[config.mk]
export PLATFORM = sky130hd
export DESIGN_NAME = ps2_key_decoder
export DESIGN_NICKNAME = d
export VERILOG_FILES = /design/src/rtl/ps2_synth_pkg.sv /design/src/rtl/ps2_voice_alloc.sv /design/src/rtl/ps2_key_decoder.sv
export SDC_FILE = /design/constraint.sdc
export NUM_CORES = 1
export LEC_CHECK = 0
export ABC_CLOCK_PERIOD_IN_PS = 5700
export BUFFER_PORTS_ARGS = -buffer_cell sky130_fd_sc_hd__buf_2
export CAP_MARGIN = 20
export CORE_MARGIN = 8
export CORE_UTILIZATION = 36
export CTS_CLUSTER_SIZE = 8
export DETAILED_ROUTE_END_ITERATION = 8
export PLACE_DENSITY_LB_ADDON = 0.08
export SYNTH_ARGS = -nofsm -noshare
export SYNTH_HDL_FRONTEND = slang
export SYNTH_SLANG_ARGS = --single-unit
[constraint.sdc]
create_clock -name CLOCK_50 -period 5.7 [get_ports CLOCK_50]
set_clock_uncertainty 0.15 [all_clocks]
set_input_delay 1.425 -clock CLOCK_50 [delete_from_list [all_inputs] [get_ports CLOCK_50]]
set_output_delay 1.425 -clock CLOCK_50 [all_outputs]
set_load 0.05 [all_outputs]
[src/rtl/ps2_synth_pkg.sv]
// Shared scan-code constants, parser state and note lookup for the PS/2 synth key decoder.
package ps2_synth_pkg;

  localparam int unsigned CODE_W    = 8;
  localparam int unsigned NOTE_W    = 4;
  localparam int unsigned VIDX_W    = 3;
  localparam int unsigned OCT_W     = 3;
  localparam int unsigned SEL_W     = 3;
  localparam int unsigned NUM_NOTES = 12;

  localparam logic [CODE_W-1:0] SC_BREAK   = 8'hF0;
  localparam logic [CODE_W-1:0] SC_EXT     = 8'hE0;
  localparam logic [CODE_W-1:0] SC_OCT_DN  = 8'h1A;
  localparam logic [CODE_W-1:0] SC_OCT_UP  = 8'h22;
  localparam logic [CODE_W-1:0] SC_SEL_AMP = 8'h16;
  localparam logic [CODE_W-1:0] SC_SEL_ATK = 8'h1E;
  localparam logic [CODE_W-1:0] SC_SEL_DEC = 8'h26;
  localparam logic [CODE_W-1:0] SC_SEL_SUS = 8'h25;
  localparam logic [CODE_W-1:0] SC_SEL_REL = 8'h2E;
  localparam logic [CODE_W-1:0] SC_PAR_DEC = 8'h21;
  localparam logic [CODE_W-1:0] SC_PAR_INC = 8'h2A;

  // Make codes indexed by semitone 0..11
  localparam logic [CODE_W-1:0] NOTE_CODES [NUM_NOTES] = '{
    8'h1C, 8'h1D, 8'h1B, 8'h24, 8'h23, 8'h2B,
    8'h2C, 8'h34, 8'h35, 8'h33, 8'h3C, 8'h3B
  };

  localparam logic [SEL_W-1:0] SEL_AMP = 3'd0;
  localparam logic [SEL_W-1:0] SEL_ATK = 3'd1;
  localparam logic [SEL_W-1:0] SEL_DEC = 3'd2;
  localparam logic [SEL_W-1:0] SEL_SUS = 3'd3;
  localparam logic [SEL_W-1:0] SEL_REL = 3'd4;

  typedef enum logic [1:0] {
    ST_IDLE,
    ST_BRK,
    ST_EXT,
    ST_EXT_BRK
  } parser_state_t;

  typedef struct packed {
    logic              hit;
    logic [NOTE_W-1:0] note;
  } note_lu_t;

  function automatic note_lu_t note_lookup(input logic [CODE_W-1:0] code);
    note_lu_t r;
    r = '0;
    for (int i = 0; i < int'(NUM_NOTES); i++) begin
      if (code == NOTE_CODES[i]) begin
        r.hit  = 1'b1;
        r.note = NOTE_W'(i);
      end
    end
    return r;
  endfunction

endpackage

[src/rtl/ps2_voice_alloc.sv]
// Polyphonic voice table: lowest-free allocation on make, gate release on break.
// Build option PS2_TYPEMATIC_FILTER_EN suppresses note_on for repeated makes of a held note.
module ps2_voice_alloc
  import ps2_synth_pkg::*;
#(
  parameter int unsigned NUM_VOICES = 4
) (
  input  logic                         CLOCK_50,
  input  logic                         reset,
  input  logic                         make_valid,
  input  logic                         brk_valid,
  input  logic [NOTE_W-1:0]            note,
  output logic [NOTE_W*NUM_VOICES-1:0] voice_note,
  output logic [NUM_VOICES-1:0]        voice_gate,
  output logic                         note_on,
  output logic [VIDX_W-1:0]            note_on_voice,
  output logic                         drop
);

  logic                  match_hit_c;
  logic [NUM_VOICES-1:0] match_vec_c;
  logic                  free_hit_c;
  logic [NUM_VOICES-1:0] free_oh_c;

  // Descending scan so the lowest-index free voice wins
  always_comb begin
    match_hit_c = 1'b0;
    match_vec_c = '0;
    free_hit_c  = 1'b0;
    free_oh_c   = '0;
    for (int i = int'(NUM_VOICES) - 1; i >= 0; i--) begin
      if (voice_gate[i] && (voice_note[NOTE_W*i +: NOTE_W] == note)) begin
        match_hit_c    = 1'b1;
        match_vec_c[i] = 1'b1;
      end
      if (!voice_gate[i]) begin
        free_hit_c   = 1'b1;
        free_oh_c    = '0;
        free_oh_c[i] = 1'b1;
      end
    end
  end

`ifndef PS2_TYPEMATIC_FILTER_EN
  logic [VIDX_W-1:0] match_idx_c;

  always_comb begin
    match_idx_c = '0;
    for (int i = int'(NUM_VOICES) - 1; i >= 0; i--) begin
      if (match_vec_c[i]) match_idx_c = VIDX_W'(i);
    end
  end
`endif

  logic [VIDX_W-1:0] free_idx_c;

  always_comb begin
    free_idx_c = '0;
    for (int i = 0; i < int'(NUM_VOICES); i++) begin
      if (free_oh_c[i]) free_idx_c = VIDX_W'(i);
    end
  end

  always_ff @(posedge CLOCK_50) begin
    if (reset) begin
      voice_note    <= '0;
      voice_gate    <= '0;
      note_on       <= 1'b0;
      note_on_voice <= '0;
      drop          <= 1'b0;
    end else begin
      note_on <= 1'b0;
      drop    <= 1'b0;
      if (make_valid) begin
        if (match_hit_c) begin
`ifndef PS2_TYPEMATIC_FILTER_EN
          note_on       <= 1'b1;
          note_on_voice <= match_idx_c;
`endif
        end else if (free_hit_c) begin
          for (int i = 0; i < int'(NUM_VOICES); i++) begin
            if (free_oh_c[i]) begin
              voice_note[NOTE_W*i +: NOTE_W] <= note;
              voice_gate[i]                  <= 1'b1;
            end
          end
          note_on       <= 1'b1;
          note_on_voice <= free_idx_c;
        end else begin
          drop <= 1'b1;
        end
      end else if (brk_valid) begin
        for (int i = 0; i < int'(NUM_VOICES); i++) begin
          if (match_vec_c[i]) voice_gate[i] <= 1'b0;
        end
      end
    end
  end

endmodule

[src/rtl/ps2_key_decoder.sv]
// PS/2 scan-code parser driving a synth voice allocator, octave and parameter controls.
// Build option PS2_TYPEMATIC_FILTER_EN (see ps2_voice_alloc) filters repeated note makes.
module ps2_key_decoder
  import ps2_synth_pkg::*;
#(
  parameter int unsigned NUM_VOICES  = 4,
  parameter int unsigned OCT_DEFAULT = 4
) (
  input  logic                         CLOCK_50,
  input  logic                         reset,
  input  logic [CODE_W-1:0]            rx_data,
  input  logic                         rx_valid,
  output logic [NOTE_W*NUM_VOICES-1:0] voice_note,
  output logic [NUM_VOICES-1:0]        voice_gate,
  output logic                         note_on,
  output logic [VIDX_W-1:0]            note_on_voice,
  output logic                         drop,
  output logic [OCT_W-1:0]             octave,
  output logic [SEL_W-1:0]             param_sel,
  output logic                         param_inc,
  output logic                         param_dec
);

  parser_state_t state_q, state_d;
  note_lu_t      lu_c;
  logic          make_c;
  logic          brk_c;
  logic          make_note_c;
  logic          brk_note_c;

  always_ff @(posedge CLOCK_50) begin
    if (reset) state_q <= ST_IDLE;
    else       state_q <= state_d;
  end

  // Prefix bytes steer the parser; every other byte lands back in IDLE
  always_comb begin
    state_d = state_q;
    if (rx_valid) begin
      case (state_q)
        ST_IDLE: begin
          if (rx_data == SC_BREAK)    state_d = ST_BRK;
          else if (rx_data == SC_EXT) state_d = ST_EXT;
          else                        state_d = ST_IDLE;
        end
        ST_EXT:  state_d = (rx_data == SC_BREAK) ? ST_EXT_BRK : ST_IDLE;
        default: state_d = ST_IDLE;
      endcase
    end
  end

  // Extended-prefix sequences decode to neither make nor break
  always_comb begin
    lu_c        = note_lookup(rx_data);
    make_c      = rx_valid && (state_q == ST_IDLE) &&
                  (rx_data != SC_BREAK) && (rx_data != SC_EXT);
    brk_c       = rx_valid && (state_q == ST_BRK);
    make_note_c = make_c && lu_c.hit;
    brk_note_c  = brk_c && lu_c.hit;
  end

  always_ff @(posedge CLOCK_50) begin
    if (reset) begin
      octave    <= OCT_W'(OCT_DEFAULT);
      param_sel <= SEL_AMP;
      param_inc <= 1'b0;
      param_dec <= 1'b0;
    end else begin
      param_inc <= make_c && (rx_data == SC_PAR_INC);
      param_dec <= make_c && (rx_data == SC_PAR_DEC);
      if (make_c) begin
        case (rx_data)
          SC_OCT_DN:  if (octave != '0)       octave <= octave - OCT_W'(1);
          SC_OCT_UP:  if (octave != 3'd7)     octave <= octave + OCT_W'(1);
          SC_SEL_AMP: param_sel <= SEL_AMP;
          SC_SEL_ATK: param_sel <= SEL_ATK;
          SC_SEL_DEC: param_sel <= SEL_DEC;
          SC_SEL_SUS: param_sel <= SEL_SUS;
          SC_SEL_REL: param_sel <= SEL_REL;
          default: ;
        endcase
      end
    end
  end

  ps2_voice_alloc #(
    .NUM_VOICES (NUM_VOICES)
  ) u_voice_alloc (
    .CLOCK_50      (CLOCK_50),
    .reset         (reset),
    .make_valid    (make_note_c),
    .brk_valid     (brk_note_c),
    .note          (lu_c.note),
    .voice_note    (voice_note),
    .voice_gate    (voice_gate),
    .note_on       (note_on),
    .note_on_voice (note_on_voice),
    .drop          (drop)
  );

endmodule

Word-level counts from Yosys, hierarchy flattened
Cells that the tools add are included.
{"block": "totals", "reg_bits": 35, "input_bits": 11, "out_inout_bits": 33, "wordCells": 154}
{"block": "op_classes", "add_sub_neg": 2, "n_eq_ne": 40, "mux": 59, "n_bitwise": 2, "n_reduce_logical": 35}
{"operator": "equality test 8 x 6 -> 1 bit (second input constant)", "count": 15}
{"operator": "two-way mux 5 bit", "count": 12}
{"operator": "equality test 8 x 5 -> 1 bit (second input constant)", "count": 6}
{"operator": "two-way mux 4 bit", "count": 8}
{"operator": "two-way mux 1 bit", "count": 23}
{"operator": "AND reduction 4 bit", "count": 5}
{"operator": "AND reduction 5 bit", "count": 4}
{"operator": "two-way mux 2 bit", "count": 9}
{"operator": "equality test 4 bit", "count": 4}
{"operator": "equality test 8 bit (second input constant)", "count": 2}
{"operator": "inequality test 8 bit (second input constant)", "count": 2}
{"operator": "case mux 3 bit (5 select lines)", "count": 1}
{"operator": "nonzero test 2 bit", "count": 7}
{"operator": "logical AND 1 bit", "count": 12}
{"operator": "two-way mux 3 bit", "count": 4}
{"operator": "inequality test 2 x 1 -> 1 bit (second input constant)", "count": 5}
{"operator": "inequality test 2 bit (second input constant)", "count": 3}
{"operator": "case mux 3 bit (2 select lines)", "count": 1}
{"operator": "nonzero test 5 bit", "count": 1}
{"operator": "case mux 2 bit (2 select lines)", "count": 1}
{"operator": "AND reduction 2 bit", "count": 2}
{"operator": "adder 3 x 1 -> 3 bit (second input constant)", "count": 1}
{"operator": "inequality test 3 bit (second input constant)", "count": 1}
{"operator": "nonzero test 3 bit", "count": 1}
{"operator": "other kinds (7)", "count": 8}

Logic depth before layout (Yosys ltp)
Gate-level depths: netlist of the first run.
{"block": "logic_depth", "depth_word": 21, "depth_mapped": 10, "mapped_depth_nobuf": 8}

Hierarchy
Synthesis of the first run repeated with hierarchy kept, for this count alone.
{"block": "hier_totals", "hier_cells": 243, "hier_area_um2": 2215.9}
{"mod": "ps2_voice_alloc", "instances": 1, "cells_each": 136, "area_per_inst_um2": 1378.8, "seq_area_each_um2": 480.5}
{"mod": "ps2_key_decoder", "instances": 1, "cells_each": 107, "area_per_inst_um2": 837.1, "seq_area_each_um2": 200.2}

Least setup slack after synthesis of the first run
Ideal clock, no wire load.
{"block": "synth_path", "path_kind": "input -> register", "start": "input rx_data[4]", "end": "register u_voice_alloc.voice_gate[2]", "setup_time_ns": 0.086, "t_arrival_ns": 3.938, "required_time_ns": 5.464, "slack_ns": 1.526, "path_stages": 10, "path_buffers": 2, "cell_sequence": "clkbuf_2 -> and2_1 -> a32oi_2 -> xnor2_1 -> a211oi_1 -> and4_4 -> or4_4 -> or4_1 -> buf_2 -> a221oi_2"}
{"block": "synth_between", "elab_chain_len": 20, "elab_cells_between_ends": 50, "cone_classes": "eq/ne (21); mux (18); reduce/logical (11)"}
{"item": "start, declared", "line_no": "ps2_key_decoder.sv:11", "source": "input logic [CODE_W-1:0] rx_data,"}
{"item": "equality test 8 x 5 -> 1 bit", "line_no": "ps2_synth_pkg.sv:51", "source": "if (code == NOTE_CODES[i]) begin"}
{"item": "two-way mux 5 bit (11 in a row)", "line_no": "ps2_synth_pkg.sv:51"}
{"item": "equality test 4 bit", "line_no": "ps2_voice_alloc.sv:32", "source": "if (voice_gate[i] && (voice_note[NOTE_W*i +: NOTE_W] == note)) begin"}
{"item": "logical AND 1 bit", "line_no": "ps2_voice_alloc.sv:32"}
{"item": "two-way mux 1 bit (4 in a row)", "line_no": "ps2_voice_alloc.sv:32"}
{"item": "inequality test 2 bit (no source line)"}
{"item": "AND reduction 5 bit (no source line)"}
{"item": "end signal, assigned", "line_no": "ps2_voice_alloc.sv:67", "source": "voice_gate <= '0;"}
{"item": "end signal, assigned by index", "line_no": "ps2_voice_alloc.sv:84", "source": "voice_gate[i] <= 1'b1;"}
{"item": "end signal, assigned by index", "line_no": "ps2_voice_alloc.sv:94", "source": "if (match_vec_c[i]) voice_gate[i] <= 1'b0;"}
{"item": "end, declared", "line_no": "ps2_voice_alloc.sv:14", "source": "output logic [NUM_VOICES-1:0] voice_gate,"}
Parallel ways exist; a longest one is shown, timed or not.
A chain may end at the register's enable or synchronous reset.

Final worst setup path of the first run
{"block": "layout_path", "start": "input rx_data[5]", "end": "register u_voice_alloc.voice_gate[2]"}
The elaborated chain is that of the path after synthesis.

==> results of run 1 <==
cells by family (layout without fill, tap and decap cells):
kind of cell / count (synthesis) / after routing
and+or+nand+nor: 117 / 117
AOI/OAI and AO/OA: 48 / 48
DFF: 34 / 34
muxes: 24 / 24
buffers and inverters: 22 / 59
xor gates and xnor gates: 12 / 12
adders and majority gates: 1 / 1
other: 1 / 1
registers in the layout (all words and copies together) (netlist names):
| register | cells |
|---|---|
| u_voice_alloc.drop | 1 |
| u_voice_alloc.note_on | 1 |
| u_voice_alloc.voice_gate | 4 |
| param_dec | 1 |
| u_voice_alloc.note_on_voice | 2 |
| param_sel | 3 |
| state_q | 2 |
| param_inc | 1 |
| octave | 3 |
| u_voice_alloc.voice_note | 16 |
path summary, 6_finish.rpt:
kind	start	to	slack [ps]	cells after the start
max	rx_data[5]	u_voice_alloc.voice_gate[2]	1400	9
min	state_q[1]	state_q[1]	300	2
min reg2reg	state_q[1]	state_q[1]	300	2
max reg2reg	u_voice_alloc.voice_note[12]	u_voice_alloc.voice_gate[2]	3040	7
synthesized netlist by cell type, types with 3 or more instances:
cell / count / share of area
dfxtp_1: 34 / 0.31
nand2b_1: 23 / 0.065
mux2i_1: 22 / 0.099
nor2_1: 22 / 0.037
nand2_1: 18 / 0.031
a21oi_1: 12 / 0.027
nor3_1: 9 / 0.020
inv_1: 8 / 0.014
nor4_1: 7 / 0.020
o21ai_0: 7 / 0.016
xor2_1: 7 / 0.028
nand3_1: 5 / 0.011
nand4_1: 5 / 0.014
a211oi_1: 4 / 0.014
and3_1: 4 / 0.011
buf_4: 4 / 0.014
clkbuf_1: 4 / 0.0068
or4_1: 4 / 0.014
xnor2_1: 4 / 0.016
a221oi_1: 3 / 0.012
a2bb2oi_1: 3 / 0.012
buf_2: 3 / 0.0068
or3_1: 3 / 0.0085
routing by layer:
layer,share of wire,global-route usage,routed length [um],up-vias
met5,0,0,0,-
met4,0.015,0.0528,90,0
met3,0.039,0.0333,231,11
met2,0.47,0.228,2780,34
met1,0.48,0.175,2860,931
li1,-,-,-,1021
tightest hold or removal path, delay by kind of cell (launching register included):
family           cells  cell delay, ps
flip-flops           1             310
AND/OR/NAND/NOR      1              50
AO/OA/AOI/OAI        1              50
layout make-up:
type / instances / area [um2] / share of cell area
clock buffer: 7 / 86.3 / 0.0339
clock inverter: 1 / 5.00 / 0.00197
tap: 75 / 93.8 / 0.0369
sequential: 34 / 681 / 0.268
timing repair buffer: 43 / 218 / 0.0856
multi-input combinational: 203 / 1430 / 0.562
inverter: 8 / 30.0 / 0.0118
report_power, final:
part	internal [uW]	switching [uW]	total (uW)
Sequential	238	0.562	238
Combinational	17.2	32.8	50.1
Clock	97.5	88.3	186
per-stage QoR:
step / hold slack [ps] / cell area (um2) / total power [uW] / cells
3_5_place_dp: 297 / 2450 / 294 / 363
2_1_floorplan: 277 / 2210 / 283 / 259
4_1_cts: 307 / 2540 / 479 / 371
6_report: 299 / 2540 / 474 / 371
5_1_grt: 342 / 2540 / 499 / 371
3_3_place_gp: 288 / 2450 / 294 / 363
==> results.md, run 1 <==
* Compound-Gate Fraction of Synth Area at 0.170
* Most used flip-flop cell after synthesis: dfxtp_1
* Final-report hold violation count at 0
* Period utilization at 0.754
* CTS H-tree lvls at 2
* Core area at 5920 um2
* Die X at 94.4 um
* TritonCTS clock tree: built
* Commonest non-fill, non-tap cell in the layout: buf_2
* Final Util at 0.430
* Antenna diodes at 0
* Final Routed Wirelength at 5960 um
* Leak at 0.00110 uW
* First-pass DRT Iterations at 4
* Pin count of the biggest net entering global routing at 41
* Die area at 8910 um2
* DRT iter0 DRCs at 80
* Vias in the first global route at 2,009
* Maximum vdd drop at 119 uV
* Critical Path RT at 5750 ps
* Yosys reg bits at 34
* Unique masters post-synth at 60
* Number of core rows at 28
* Slew margin rel. at 0.403
* Synthesized cell area at 2210 um2
* Cts bufs inserted at 5
* Worst setup margin at 1400 ps
* Post-synth ARST share at 0
* CTS Root Cell: clkbuf_8
* Crit-path cells: buf_2 > nor3b_4 > a32oi_2 > xor2_1 > and3_1 > and4_4 > or4_4 > or4_1 > a221oi_2
* Syn_area_per_cell at 8.55 um2
* Worst Tran Pin Value at 889 ps
* First-pass GRT wire length at 9960 um
* Clock Tree Buf Depth at 2
* Die Y at 94.4 um
* Multiplexer share of the synthesized area at 0.110
* Initial antenna violation count at 0
* CP max FO at 15
* Syn Nets at 271
* Port-buffer cells at 42
* Min cycle time layout at 4300 ps
* Total GRT Usage at 0.140
* Drc violations at 0
* Ys Warns at 0
* Data arrival, critical path at 4350 ps
* Max Transition Viols Final at 0
* Later-pin clock latency in the skew report at 280 ps
* Setup TNS at 0 ps
* Remaining antenna violation count at 0
* Fmax at 233 MHz
* Hold Crit Class: flip-flop to flip-flop
* Gr ovfl total at 0
* Crit path buf inv count at 1
* Synthesized-area fraction occupied by adder cells at 0.00904
* Io pins at 44
* Filler cells at 614
* Post CTS Setup Buffer Count at 0
* GP Congestion at 0.974
* CTS sink count at 34
* Layout cells sized above 1 at 0.226
* Post-CTS Resized at 0
* Synth Area in Simple Gates at 0.305
* CP peak stage delay at 660 ps
* P&R area growth vs syn at 14.9%
* Gate Count Post-Synth at 259
* Most frequent cells in the layout: buf_2, dfxtp_1, nand2b_1
* RSZ-0062 raised after global routing: false
* Dpl ws at 1120 ps
* Final net count at 307
* CP endpoint kind: flip-flop
* Clock slew at reported path FFs at 70 ps
* Dpl hpwl at 4530 um
* Via count at 1,997
* Status: finished clean
* PwrDens at 186 nW/um2
* CP max stage cell: or4_1
* Max Cap Viol at 0
* Final setup fails at 0
* Via density at 5.38
* Setup crit start kind: input port
* Family with the most delay on the worst path: simple AND/OR/NAND/NOR gates
* Initial Util at 0.374
* Critical path type: input port to flip-flop
* Register area share after synthesis at 0.308
* Hold-fix buffers at CTS at 0
* Drt wl/cell at 16.1 um
* XOR/XNOR Fraction of Synth Area at 0.0509
* EDFF count, synth at 0
* Combinational family with the most area after synthesis: simple AND/OR/NAND/NOR gates
Power figures use the tool's default switching activity.
==> inputs of run 2 (changes only) <==
- ABC_CLOCK_PERIOD_IN_PS: 5700 -> 4400
- clock period: 5.7 -> 4.4 ns (I/O delays scaled with it)
==> results.md, run 2 (synthesis gave the netlist of run 1 again) <==
* Io pins at 44
* Die Y at 94.4 um
* RSZ-0062 raised after global routing: false
* DRT iter0 DRCs at 114
* Final net count at 311
* Setup crit start kind: input port
* Final Routed Wirelength at 6130 um
* First-pass DRT Iterations at 4
* Pin count of the biggest net entering global routing at 41
* Hold-fix buffers at CTS at 0
* Vias in the first global route at 1,991
* Dpl hpwl at 4630 um
* TritonCTS clock tree: built
* First-pass GRT wire length at 10,200 um
* CTS sink count at 34
* Final setup fails at 0
* Critical path type: input port to flip-flop
* Setup TNS at 0 ps
* Total GRT Usage at 0.144
* Min cycle time layout at 3920 ps
* Period utilization at 0.891
* Fmax at 255 MHz
* Leak at 0.00111 uW
* Via density at 5.31
* CP endpoint kind: flip-flop
* CTS H-tree lvls at 2
* Slew margin rel. at 0.415
* Initial Util at 0.374
* Number of core rows at 28
* Clock Tree Buf Depth at 2
* Drc violations at 0
* Most frequent cells in the layout: buf_2, dfxtp_1, nand2b_1
* Drt wl/cell at 16.3 um
* Sw frac at 0.266
* P&R area growth vs syn at 16.4%
* GP Congestion at 0.834
* Comb pwr share at 0.107
* Post-route cell area at 2580 um2
* Post CTS Setup Buffer Count at 0
* Maximum vdd drop at 110 uV
* Filler cells at 607
* Layout cells sized above 1 at 0.240
* CP max FO at 11
* Via count at 1,992
* Status: finished clean
* Max reg flops at 16
* Critical Path RT at 4450 ps
* Hold Crit Class: flip-flop to flip-flop
* Max Cap Viol at 0
* CTS Root Cell: clkbuf_8
* Worst Tran Pin Value at 865 ps
* Remaining antenna violation count at 0
* Die X at 94.4 um
* Int Power at 457 uW
* Cts bufs inserted at 5
* Biggest registers after layout: u_voice_alloc.voice_note (16), u_voice_alloc.voice_gate (4)
* Antenna diodes at 0
* Later-pin clock latency in the skew report at 290 ps
* Post-CTS Resized at 0
* Initial antenna violation count at 0
* Port-buffer cells at 42
* NetSw at 166 uW
* Reg power frac at 0.495
* Die area at 8910 um2
* PwrDens at 242 nW/um2
* Core area at 5920 um2
* Final-report hold violation count at 0
* Commonest non-fill, non-tap cell in the layout: buf_2
* Clock slew at reported path FFs at 70 ps
* Reg with most FFs: u_voice_alloc.voice_note
* Data arrival, critical path at 3980 ps
* Post-DP Area at 2480 um2
* Gr ovfl total at 0
* Max Transition Viols Final at 0
* Clock power share at 0.398
[run 2: worst max-delay path, stage by stage]
cell and delay (ps):
buf_2 200, and3b_1 310, a22oi_1 200, nand2b_1 260, a2bb2oi_1 170, and4_4 200
or4_4 550, or4_1 660, a221oi_2 320
[run 2: through the flow]
| step | power (uW) | util | instances | setup slack, ps | hold WS, ps |
|---|---|---|---|---|---|
| after floorplan | 367 | - | 259 | 551 | 277 |
| after global placement | 384 | 0.419 | 367 | 283 | 287 |
| after detailed placement | 383 | 0.419 | 367 | 192 | 296 |
| after CTS | 635 | 0.435 | 375 | 479 | 307 |
| after global routing | 656 | 0.435 | 375 | 388 | 336 |
| final | 624 | 0.435 | 375 | 479 | 302 |
[run 2: worst paths after layout]
kind                          startpoint                     endpoint  slack [ps]  depth (start not counted)
max                           rx_data[0]  u_voice_alloc.voice_gate[2]         480                          9
min                         param_sel[2]                 param_sel[2]         300                          2
max reg2reg  u_voice_alloc.voice_note[8]  u_voice_alloc.voice_gate[2]        1770                          7
min reg2reg                 param_sel[2]                 param_sel[2]         300                          2
[run 2: area by class of cell]
type	count	area, um2	share of cell area
Multi-Input combinational cell	203	1430	0.555
Sequential cell	34	681	0.264
Timing Repair Buffer	47	248	0.0961
Tap cell	75	93.8	0.0364
Clock buffer	6	82.6	0.0320
Inverter	8	30.0	0.0117
Clock inverter	2	12.5	0.00485
[run 2: routing by layer]
layer / track usage / vias to the layer above / wire length [um]
li1: - / 1022 / -
met4: 0.0357 / 0 / 53
met1: 0.173 / 930 / 2840
met3: 0.0405 / 5 / 274
met5: 0 / - / 0
met2: 0.247 / 35 / 2970
[run 2: power by group through the flow]
stage	sequential, uW	clock (uW)	combinational, uW
after floorplan	317	0	49.7
after global placement	316	0	67.7
after detailed placement	316	0	67.2
after CTS	309	259	67.8
after global routing	309	273	74.3
final	309	248	66.9
==> inputs of run 3 (changes only) <==
==> constraint.sdc (replaced) <==
create_clock -name CLOCK_50 -period 4.4 [get_ports CLOCK_50]
set_clock_uncertainty 0.15 [all_clocks]
set_input_delay 0.88 -clock CLOCK_50 [delete_from_list [all_inputs] [get_ports CLOCK_50]]
set_output_delay 0.88 -clock CLOCK_50 [all_outputs]
set_load 0.05 [all_outputs]
==> results.md, run 3 (synthesis gave the netlist of run 1 again) <==
* Final setup fails at 0
* Die area at 8910 um2
* Remaining antenna violation count at 0
* FF+latch area at 681 um2
* Reg with most FFs: u_voice_alloc.voice_note
* GP Congestion at 0.863
* Min cycle time layout at 3660 ps
* Final net count at 310
* Filler cells at 612
* Post-DP Area at 2470 um2
* Via density at 5.37
* Pin count of the biggest net entering global routing at 41
* Status: finished clean
* Placed cells at 366
* CTS Root Cell: clkbuf_8
* Number of core rows at 28
* Worst R2R Start: u_voice_alloc.voice_note[12]
* Clock slew at reported path FFs at 80 ps
* Antenna diodes at 0
* Final Routed Wirelength at 6110 um
* CP endpoint kind: flip-flop
* Critical path type: input port to flip-flop
* Critical Path RT at 4460 ps
* Max Transition Viols Final at 0
* Dpl hpwl at 4630 um
* First-pass DRT Iterations at 4
* Cts bufs inserted at 5
* Clock Tree Buf Depth at 2
* P&R area growth vs syn at 16.1%
* Drc violations at 0
* Core area at 5920 um2
* Setup TNS at 0 ps
* Drt wl/cell at 16.3 um
* CTS H-tree lvls at 2
* Hold Crit Class: flip-flop to flip-flop
* Most frequent cells in the layout: buf_2, dfxtp_1, nand2b_1
* PwrDens at 243 nW/um2
* DRT iter0 DRCs at 98
* First-pass GRT wire length at 10,200 um
* Worst Tran Pin Value at 972 ps
* Setup crit start kind: input port
* Max Cap Viol at 0
* Slew margin rel. at 0.343
* CTS sink count at 34
* Leak at 0.00111 uW
* TritonCTS clock tree: built
* Maximum vdd drop at 117 uV
* Io pins at 44
* Initial antenna violation count at 0
* Post-route cell area at 2570 um2
* Fin cells at 374
* Biggest registers after layout: u_voice_alloc.voice_note (16), u_voice_alloc.voice_gate (4)
* Initial Util at 0.374
* Commonest non-fill, non-tap cell in the layout: buf_2
* Fmax at 273 MHz
* Hold EP: param_sel[2]
* Hold-fix buffers at CTS at 0
* CP max FO at 12
* Via count at 2,008
* Port-buffer cells at 42
* Die X at 94.4 um
* Area of the multi-input gates at 1430 um2
* WHS Path Cells at 2
* Gr ovfl total at 0
* Reg2reg setup slack at 1760 ps
* Total GRT Usage at 0.144
* Final-report hold violation count at 0
* R2r endpoint: u_voice_alloc.voice_gate[2]
* Die Y at 94.4 um
* Vias in the first global route at 1,999
* Max reg flops at 16
* Period utilization at 0.833
* R2r worst-path depth at 7
* Later-pin clock latency in the skew report at 290 ps
* Layout cells sized above 1 at 0.237
* Hold path start: param_sel[2]
* Post-CTS Resized at 0
* Post CTS Setup Buffer Count at 0
* Data arrival, critical path at 3730 ps
* RSZ-0062 raised after global routing: false
==> run 3: cell count changes in the layout (fill, tap and decap cells not counted) <==
cell | previous run | this run
buf_4 | 5 | 4
==> run 3: final cells by class <==
cell class,instances,area share
inverters,8,0.0117
repair buffers,46,0.0935
well taps,75,0.0365
clock inverters,2,0.00487
flip-flops and latches,34,0.265
multi-input cells,203,0.556
clock buffers,6,0.0321
==> run 3: per-stage QoR <==
step	worst slack (ps)	power (uW)	hold WS, ps	util
4_1_cts	741	633	307	0.434
5_1_grt	592	652	334	0.434
3_3_place_gp	459	383	287	0.418
2_1_floorplan	771	367	277	-
6_report	737	625	304	0.434
3_5_place_dp	440	382	295	0.418
==> run 3: how the worst max path moves through the flow <==
| stage | startpoint | endpoint | slack, ps | depth (start not counted) |
|---|---|---|---|---|
| after global routing | rx_data[1] | u_voice_alloc.voice_gate[2] | 590 | 9 |
| after detailed placement | rx_data[2] | u_voice_alloc.voice_gate[2] | 440 | 9 |
| final | rx_data[2] | u_voice_alloc.voice_gate[2] | 740 | 9 |
| after CTS | rx_data[2] | u_voice_alloc.voice_gate[2] | 740 | 9 |
| after floorplan | rx_data[4] | u_voice_alloc.voice_gate[2] | 770 | 10 |
| after global placement | rx_data[2] | u_voice_alloc.voice_gate[2] | 460 | 9 |
==> run 3: critical path, cell delays in order <==
cell      delay [ps]
buf_2            180
and3b_1          270
a32oi_2          420
xnor2_1          170
a211oi_1          70
and4_4           240
or4_4            550
or4_1            650
a221oi_2         310
==> run 3: metal layers <==
metal | up-vias | part of all wire | global-route usage
met4 | 0 | 0.019 | 0.0542
met2 | 34 | 0.47 | 0.234
met1 | 945 | 0.47 | 0.178
met5 | - | 0 | 0
li1 | 1019 | - | -
met3 | 10 | 0.041 | 0.0373
==> run 3: report_power, final <==
group / internal, uW / total [uW] / switching (uW)
logic: 23.1 / 66.1 / 43.0
registers: 308 / 309 / 0.732
clock network: 126 / 250 / 124
